## config.mk

```make
export PLATFORM = sky130hd
export DESIGN_NAME = bm2fxp_denorm
export DESIGN_NICKNAME = d
export VERILOG_FILES = /design/src/rtl/bm2fxp_denorm.sv
export SDC_FILE = /design/constraint.sdc
export NUM_CORES = 1
export LEC_CHECK = 0
export ABC_AREA = 1
export BUFFER_PORTS_ARGS = -buffer_cell sky130_fd_sc_hd__buf_2
export CAP_MARGIN = 20
export CORE_UTILIZATION = 40
export DETAILED_ROUTE_END_ITERATION = 12
export HOLD_SLACK_MARGIN = 0.1
export PLACE_DENSITY_LB_ADDON = 0.1
export SETUP_SLACK_MARGIN = 0.3
export SKIP_CTS_REPAIR_TIMING = 1
export SYNTH_ARGS = -nofsm -noshare
export SYNTH_HDL_FRONTEND = slang
export SYNTH_SLANG_ARGS = --single-unit
```

## constraint.sdc

```tcl
create_clock -name clk -period 9.5 [get_ports clk]
set_input_delay 0.95 -clock clk [delete_from_list [all_inputs] [get_ports clk]]
set_output_delay 0.95 -clock clk [all_outputs]
set_load 0.05 [all_outputs]
```

## src/rtl/bm2fxp_denorm.sv

```systemverilog
// bm2fxp_denorm: block-minifloat to fixed-point expander.
//
// Takes beats of num_output packed minifloat elements {sign, exp, man} plus a
// signed shared exponent per block. Each element is rebuilt as a two's
// complement fixed-point value of data_width bits. Two register stages sit
// behind a single valid/ready handshake.
//
// Optional build macro: BM2FXP_SAT_EN
//   defined   -> overflowing magnitudes clamp to 2^(data_width-1)-1 and
//                dn_sat flags any beat that holds a clamped element
//   undefined -> overflowing magnitudes wrap to their low data_width-1 bits
//                and dn_sat is held at 0
module bm2fxp_denorm #(
    parameter int EBIT       = 2,
    parameter int MBIT       = 1,
    parameter int bm_width   = 4,
    parameter int data_width = 16,
    parameter int num_output = 8,
    parameter int BIAS       = 1
) (
    input  logic                             clk,
    input  logic                             rst,
    input  logic                             up_vld,
    output logic                             up_rdy,
    input  logic [num_output*bm_width-1:0]   up_dat,
    input  logic [7:0]                       up_ps,
    input  logic [15:0]                      length,
    output logic                             dn_vld,
    input  logic                             dn_rdy,
    output logic [num_output*data_width-1:0] dn_dat,
    output logic                             dn_last,
    output logic                             dn_sat
);

    // Beats per block are derived by shifting the element count, so the
    // lane count has to be a power of two.
    localparam int LOG2N = $clog2(num_output);
    localparam int SIGW  = MBIT + 1;
    localparam int WIDEW = data_width + MBIT + 1;

    // Exponent arithmetic runs in 10-bit signed precision.
    localparam logic signed [9:0] BIAS10 = 10'(BIAS);
    localparam logic signed [9:0] MBIT10 = 10'(MBIT);
    localparam logic signed [9:0] DW10   = 10'(data_width);

    // Largest magnitude that still fits below the sign bit.
    localparam logic [data_width-2:0] MAGMAX = '1;

`ifdef BM2FXP_SAT_EN
    localparam logic SatEnabled = 1'b1;
`else
    localparam logic SatEnabled = 1'b0;
`endif

    // Handshake and framing
    logic        w_en;
    logic        w_accept;
    logic        w_blockStart;
    logic        w_lastIn;
    logic [15:0] w_bpbIn;
    logic [15:0] w_bpbNow;
    logic [7:0]  w_psNow;
    logic signed [9:0] w_psExt;

    logic [15:0] r_beatCnt;
    logic [15:0] r_bpbHold;
    logic [7:0]  r_psHold;

    // Stage 1 decode (combinational) and registers
    logic [EBIT-1:0]   w_exp     [num_output];
    logic [MBIT-1:0]   w_man     [num_output];
    logic              w_s1Sign  [num_output];
    logic [SIGW-1:0]   w_s1Sig   [num_output];
    logic signed [9:0] w_s1Shift [num_output];

    logic              r_s1Vld;
    logic              r_s1Last;
    logic              r_s1Sign  [num_output];
    logic [SIGW-1:0]   r_s1Sig   [num_output];
    logic signed [9:0] r_s1Shift [num_output];

    // Stage 2 shift/sign (combinational) and output registers
    logic [WIDEW-1:0]      w_wide   [num_output];
    logic [9:0]            w_negAmt [num_output];
    logic                  w_ovf    [num_output];
    logic [data_width-2:0] w_mag    [num_output];
    logic [num_output*data_width-1:0] w_dnDatNext;
    logic                  w_satAny;

    logic                             r_dnVld;
    logic [num_output*data_width-1:0] r_dnDat;
    logic                             r_dnLast;
    logic                             r_dnSat;

    // The whole pipe moves only when the output register is free or being
    // drained; a stalled output therefore also blocks the input side.
    assign w_en     = !r_dnVld || dn_rdy;
    assign up_rdy   = w_en;
    assign w_accept = up_vld && w_en;

    // A block shorter than one beat still occupies one beat.
    assign w_bpbIn = ((length >> LOG2N) == 16'd0) ? 16'd1 : (length >> LOG2N);

    // The first beat of a block uses the live exponent/length; later beats
    // use the copies captured on that first beat.
    assign w_blockStart = (r_beatCnt == 16'd0);
    assign w_bpbNow     = w_blockStart ? w_bpbIn : r_bpbHold;
    assign w_psNow      = w_blockStart ? up_ps : r_psHold;
    assign w_lastIn     = (r_beatCnt == (w_bpbNow - 16'd1));
    assign w_psExt      = {{2{w_psNow[7]}}, w_psNow};

    // Split every lane into sign, significand and a signed shift distance.
    always_comb begin
        for (int j = 0; j < num_output; j++) begin
            w_exp[j]    = up_dat[j*bm_width + MBIT +: EBIT];
            w_man[j]    = up_dat[j*bm_width +: MBIT];
            w_s1Sign[j] = up_dat[j*bm_width + bm_width - 1];
            if (w_exp[j] != '0) begin
                w_s1Sig[j]   = {1'b1, w_man[j]};
                w_s1Shift[j] = $signed(10'(w_exp[j])) - BIAS10 + w_psExt - MBIT10;
            end else begin
                w_s1Sig[j]   = {1'b0, w_man[j]};
                w_s1Shift[j] = w_psExt - BIAS10 - MBIT10 + 10'sd1;
            end
        end
    end

    // Beat counter plus the per-block exponent/length captured on block start.
    always_ff @(posedge clk) begin
        if (rst) begin
            r_beatCnt <= 16'd0;
            r_bpbHold <= 16'd0;
            r_psHold  <= 8'd0;
        end else if (w_accept) begin
            if (w_blockStart) begin
                r_bpbHold <= w_bpbIn;
                r_psHold  <= up_ps;
            end
            r_beatCnt <= w_lastIn ? 16'd0 : (r_beatCnt + 16'd1);
        end
    end

    // Stage 1 register: decoded lanes and the end-of-block tag.
    always_ff @(posedge clk) begin
        if (rst) begin
            r_s1Vld  <= 1'b0;
            r_s1Last <= 1'b0;
            for (int j = 0; j < num_output; j++) begin
                r_s1Sign[j]  <= 1'b0;
                r_s1Sig[j]   <= '0;
                r_s1Shift[j] <= '0;
            end
        end else if (w_en) begin
            r_s1Vld  <= up_vld;
            r_s1Last <= up_vld && w_lastIn;
            for (int j = 0; j < num_output; j++) begin
                r_s1Sign[j]  <= w_s1Sign[j];
                r_s1Sig[j]   <= w_s1Sig[j];
                r_s1Shift[j] <= w_s1Shift[j];
            end
        end
    end

    // Shift each significand into place, detect overflow, then apply the sign.
    // Left shifts of data_width or more are handled as a pure overflow case
    // because every surviving low bit would be zero anyway.
    always_comb begin
        w_dnDatNext = '0;
        w_satAny    = 1'b0;
        for (int j = 0; j < num_output; j++) begin
            w_negAmt[j] = 10'(-r_s1Shift[j]);
            if (r_s1Shift[j] < 10'sd0) begin
                w_wide[j] = WIDEW'(r_s1Sig[j]) >> w_negAmt[j];
            end else if (r_s1Shift[j] >= DW10) begin
                w_wide[j] = '0;
            end else begin
                w_wide[j] = WIDEW'(r_s1Sig[j]) << unsigned'(r_s1Shift[j]);
            end
            w_ovf[j] = ((r_s1Shift[j] >= DW10) && (r_s1Sig[j] != '0)) ||
                       (w_wide[j][WIDEW-1:data_width-1] != '0);
            w_mag[j] = (SatEnabled && w_ovf[j]) ? MAGMAX : w_wide[j][data_width-2:0];
            w_dnDatNext[j*data_width +: data_width] =
                r_s1Sign[j] ? -{1'b0, w_mag[j]} : {1'b0, w_mag[j]};
            w_satAny = w_satAny | (SatEnabled & w_ovf[j]);
        end
    end

    // Stage 2 register: output beat, held steady while downstream stalls.
    always_ff @(posedge clk) begin
        if (rst) begin
            r_dnVld  <= 1'b0;
            r_dnDat  <= '0;
            r_dnLast <= 1'b0;
            r_dnSat  <= 1'b0;
        end else if (w_en) begin
            r_dnVld  <= r_s1Vld;
            r_dnDat  <= w_dnDatNext;
            r_dnLast <= r_s1Last;
            r_dnSat  <= r_s1Vld && w_satAny;
        end
    end

    assign dn_vld  = r_dnVld;
    assign dn_dat  = r_dnDat;
    assign dn_last = r_dnLast;
    assign dn_sat  = r_dnSat;

endmodule

```

* After elaboration in Yosys (flattened, before gate mapping) *
Memories as Yosys holds them, arrays and structs flattened.
Index checks and enable logic that the tools add are counted.
W data, S select, Z words.

storage, ports and cells
  input port bits = 60
  memories = 3
  output and inout port bits = 132
  flip-flop bits (word level) = 172
  word-level logic and storage cells = 200
  memory bits (writable) = 104

cells by class
  reduce and logical (&&, ||, !) cells = 14
  equality and inequality tests = 1
  shift-type cells = 16
  add/subtract/negate cells = 45
  magnitude comparators = 16
  mux-type cells = 73
  bitwise logic cells = 24

memories
  name       depth  bits a word  read ports  clocked after memory_dff  write ports  line  RTL
  r_s1Shift  8      10           8           0                         8            80    logic signed [9:0] r_s1Shift [num_output];
  r_s1Sig    8      2            8           0                         8            79    logic [SIGW-1:0] r_s1Sig [num_output];
  r_s1Sign   8      1            8           0                         8            78    logic r_s1Sign [num_output];

operators by type and width
  kind                     number
  $mux W15                 16
  $mux W10                 16
  $mux W16                 10
  $neg A15 Y16             8
  $shl A2 B10 Y15          8
  $shr A2 B10 Y15          8
  $sub A9 B2 Y10 const B   9
  $ge A10 B6 Y1 const B    8
  $lt A10 B1 Y1 const B    8
  $neg A10 Y10             8
  $add A3 B8 Y9            8
  $logic_not A16 Y1        2
  $mux W2                  16
  $or A1 B1 Y1             24
  $sub A2 B1 Y3 const B    8
  $add A16 B1 Y16 const B  1
  $eq A16 B16 Y1           1
  $reduce_bool A2 Y1       8
  $sub A16 B1 Y16 const B  1
  $mux W1                  13
  $mux W13                 1
  $add A10 B2 Y10 const B  1
  $sub A8 B2 Y9 const B    1
  $mux W8                  1
  3 further kinds          4

* Longest topological paths before layout *
  depth after elaboration = 7
  mapped depth = 25
  depth with buffers taken out = 24

* Worst setup path after synthesis *
No wires, ideal clock.

  path kind = input port to flip-flop
  start = in dn_rdy
  end = mem r_s1Shift[0][0] (enable)
  data required time = 9.042 ns
  data arrival time = 3.748 ns
  path slack = 5.295 ns
  library setup time = 0.458 ns
  path buffers = 1
  stages = 5
  cell sequence = nor2_1 -> inv_1 -> nor2_1 -> clkbuf_1 -> inv_1

RTL lines
  what             line  RTL
  start, declared  29    input logic dn_rdy,
  end, declared    80

==> flow_metrics.py <==
metrics = {
    "power": {
        "ir_worst_vdd_mv": 0.118,
        "total_power_mw": 5.33,
        "power_density_nw_per_um2": 217,
        "leakage_nw": 12.8,
    },
    "cells_and_area": {
        "syn2layout_area_growth_pct": 12.8,
        "antenna_cells": 0,
        "final_cell_mix": "nand2_1, inv_1, nor2_1, nand3_1, o21ai_0",
        "final_common_cell": "nand2_1",
        "nets": 3789,
        "nFillCells": 5634,
        "stdcell_count": 4287,
        "layout-drive-gt1-share": 0.0855,
    },
    "clock_network": {
        "cts_buffers": 36,
        "cts.sink_count": 276,
        "cts_tree": "yes",
        "cts-root-buf": "clkbuf_16",
        "clock_latency_ps": 550,
        "cts_max_level": 2,
        "clk_pin_slew_ps": 50,
        "clk_path_buf_depth": 3,
    },
    "timing": {
        "relSlewSlack": 0.336,
        "finalHoldViolCount": 0,
        "holdWs_ps": 445,
        "fin_skew_ps": 13.3,
        "fin_tns_setup_ps": 0,
        "rsz0062_at_grt": "no",
        "timing.fmax_mhz": 219,
        "setup_viol": 0,
        "layout_setup_ws_ps": 4930,
        "period_needed_ps": 4570,
        "min_period_over_period": 0.481,
        "worst_pin_slew_ps": 996,
        "finalMaxSlewViolations": 0,
    },
    "global_routing": {
        "track_usage": 0.221,
        "grt_max_degree": 73,
        "gr-total-overflow": 0,
        "grt_util_met1": 0.303,
        "grt_use_met2": 0.365,
        "met3_usage": 0.0265,
        "grt_pass1_vias": 20100,
        "grt_first_pass_wirelength_um": 101000,
        "antenna_found_initial": 0,
        "top_usage_layer": "met2",
    },
    "route": {
        "route.detailed.drc": 0,
        "num_vias": 21900,
        "ant_nets": 0,
        "initialDrtViolationCount": 1598,
        "drt_first_pass_iters": 6,
        "via_per_inst": 5.11,
        "routed_wl_um": 62400,
        "wire_per_inst_um": 14.6,
    },
    "yosys": {
        "ys.flop_type": "dfxtp_1",
        "syn_inst": 3402,
        "synth_top_family_by_area": "simple AND/OR/NAND/NOR gates",
        "avgSynthCellArea_sq_um": 6.42,
        "ys_warn_count": 0,
        "ys_seq_area_frac": 0.301,
        "syn-cell-area_sq_um": 21800,
        "syn_nets": 3626,
        "synth_edf_count": 104,
        "synth.distinct_cells": 50,
        "synth_mux_area_frac": 0,
        "synthArstFlopShare": 0,
        "synth_xor_area_frac": 0.0257,
        "synth-simple-area-share": 0.354,
        "ys_seq_elements": 276,
        "synth_compound_area_frac": 0.116,
        "synthAdderAreaFrac": 0.0968,
    },
    "worst_setup_path": {
        "crit-reg2reg-capture": "r_s1Shift[3][19]$_SDFFCE_PP0P_",
        "end_kind": "flip-flop",
        "r2r_cells": 21,
        "timing.rr.start": "r_beatCnt[0]$_SDFFE_PP0P_",
        "crit_arrival_ps": 4820,
        "startpoint_type": "flip-flop",
        "path_class": "reg -> reg",
        "crit_required_ps": 9750,
        "r2r_setup_slack_ps": 4930,
        "crit_fanout": 31,
    },
    "die": {
        "coreArea_sq_um": 53800,
        "io_pins": 192,
        "die_h_um": 236,
        "fp.dieW_um": 236,
        "fp.dieArea_sq_um": 55500,
        "start_util": 0.406,
        "rows": 85,
    },
    "placement": {
        "hpwl_um": 46500,
        "gp_congestion": 0.879,
        "portBuffers": 187,
        "place_ws_ps": 4910,
        "dp.cells": 4223,
    },
    "worst_hold_path": {
        "hold_class": "reg -> reg",
        "min_from": "dn_dat[58]$_SDFFE_PP0N_",
        "whs_path_depth": 2,
        "holdPathEnd": "dn_dat[58]$_SDFFE_PP0N_",
    },
    "outcome": {
        "status": "finished clean",
    },
    "run": {
        "maxCapViolCount": 0,
    },
}
[where the power goes]
group	switching, mW	internal [mW]	total [mW]	leakage, nW
Clock	0.543	0.826	1.37	0.575
Sequential	0.192	1.43	1.62	2.59
Combinational	1.60	0.738	2.34	9.63
Total	2.34	3.00	5.33	12.8
[worst max-delay path: stages, from the launching register on]
cell and delay, ps:
dfxtp_1 350, inv_1 120, ha_1 260, nand2_1 120, nor2_4 280, nand2_4 290
o21ai_2 860, ha_1 370, inv_1 60, ha_1 160, inv_1 50, fa_1 370
inv_1 80, a21oi_1 60, nor2_1 140, nor2_1 60, nor2_1 120, o21ai_0 100
nand2_1 110, nand2_1 70, a21oi_1 140, o22ai_1 110
[worst max path at each step]
| stage | from | to | slack (ps) | depth (start not counted) |
|---|---|---|---|---|
| after floorplan | dn_rdy | r_s1Shift[0][0]$_SDFFCE_PN0P_ | 5290 | 5 |
| after global placement | r_beatCnt[0]$_SDFFE_PP0P_ | r_s1Shift[0][9]$_SDFFCE_PN0P_ | 4990 | 21 |
| after detailed placement | r_beatCnt[0]$_SDFFE_PP0P_ | r_s1Shift[3][19]$_SDFFCE_PP0P_ | 4910 | 21 |
| after CTS | r_beatCnt[0]$_SDFFE_PP0P_ | r_s1Shift[3][19]$_SDFFCE_PP0P_ | 4890 | 21 |
| after global routing | r_beatCnt[0]$_SDFFE_PP0P_ | r_s1Shift[1][8]$_SDFFCE_PN0P_ | 4520 | 21 |
| final | r_beatCnt[0]$_SDFFE_PP0P_ | r_s1Shift[3][19]$_SDFFCE_PP0P_ | 4930 | 21 |
[cell families (layout without fill, tap and decap cells)]
kind of cell | count (synthesis) | in the layout
compound gates | 466 | 466
xor+xnor | 64 | 64
fa+ha+maj | 164 | 164
buf+inv | 614 | 803
flops | 276 | 276
other cells | 1 | 1
simple gates | 1817 | 1817
[state kept, by name (all words and copies together) (netlist names)]
name	count
r_s1Sig	16
r_s1Shift	80
dn_vld	1
r_s1Last	1
r_bpbHold	16
r_psHold	8
dn_dat	128
r_s1Vld	1
r_beatCnt	16
dn_last	1
r_s1Sign	8
[layout make-up]
cell class,count,area (sq um),share of cell area
Clock buffer,49,1040,0.0424
Clock inverter,15,139,0.00564
Inverter,540,2030,0.0824
Multi-Input combinational cell,2512,12900,0.526
Sequential cell,276,6570,0.267
Tap cell,696,871,0.0354
Timing Repair Buffer,199,1030,0.0417
[metrics by stage]
stage	area [sq um]	utilization
floorplan	21800	-
CTS	24600	0.457
global placement	23400	0.435
global route	24600	0.457
finish	24600	0.457
detailed placement	23400	0.435
[per-layer routing]
layer / wire length, um / vias up
met4: 1430 / 0
met2: 28200 / 439
met5: 0 / -
met3: 2540 / 87
met1: 30200 / 9982
li1: - / 11400
[cells in the mapped netlist (2+ instances only)]
master	count	area share
nand2_1	971	0.17
inv_1	525	0.090
nor2_1	364	0.063
nand3_1	285	0.065
o21ai_0	226	0.052
dfxtp_1	172	0.16
ha_1	156	0.089
a21oi_1	111	0.025
edfxtp_1	104	0.14
nand4_1	63	0.018
nor3_1	59	0.014
xor2_1	59	0.024
clkbuf_1	57	0.0098
o22ai_1	53	0.015
nand3b_1	19	0.0065
o21ai_1	19	0.0044
a31oi_1	15	0.0043
nor2_2	13	0.0037
clkinv_1	11	0.0019
a211oi_1	10	0.0034
o21bai_1	10	0.0034
nand2_2	9	0.0026
fa_1	8	0.0073
o31ai_1	8	0.0028
buf_1	7	0.0012
nor4_1	7	0.0020
buf_2	6	0.0014
o211ai_1	5	0.0017
or2_2	5	0.0014
xnor2_1	5	0.0020
inv_2	4	0.00069
nor2_4	4	0.0021
buf_6	3	0.0015
nand2_4	3	0.0015
nor3_2	3	0.0014
nor3b_1	3	0.0010
and2_1	2	0.00057
nand3_2	2	0.00092
nor2_8	2	0.0018
o21a_1	2	0.00069
o21ai_2	2	0.00080
o32ai_1	2	0.00080
Note: power is estimated with default switching activity, not from simulation.
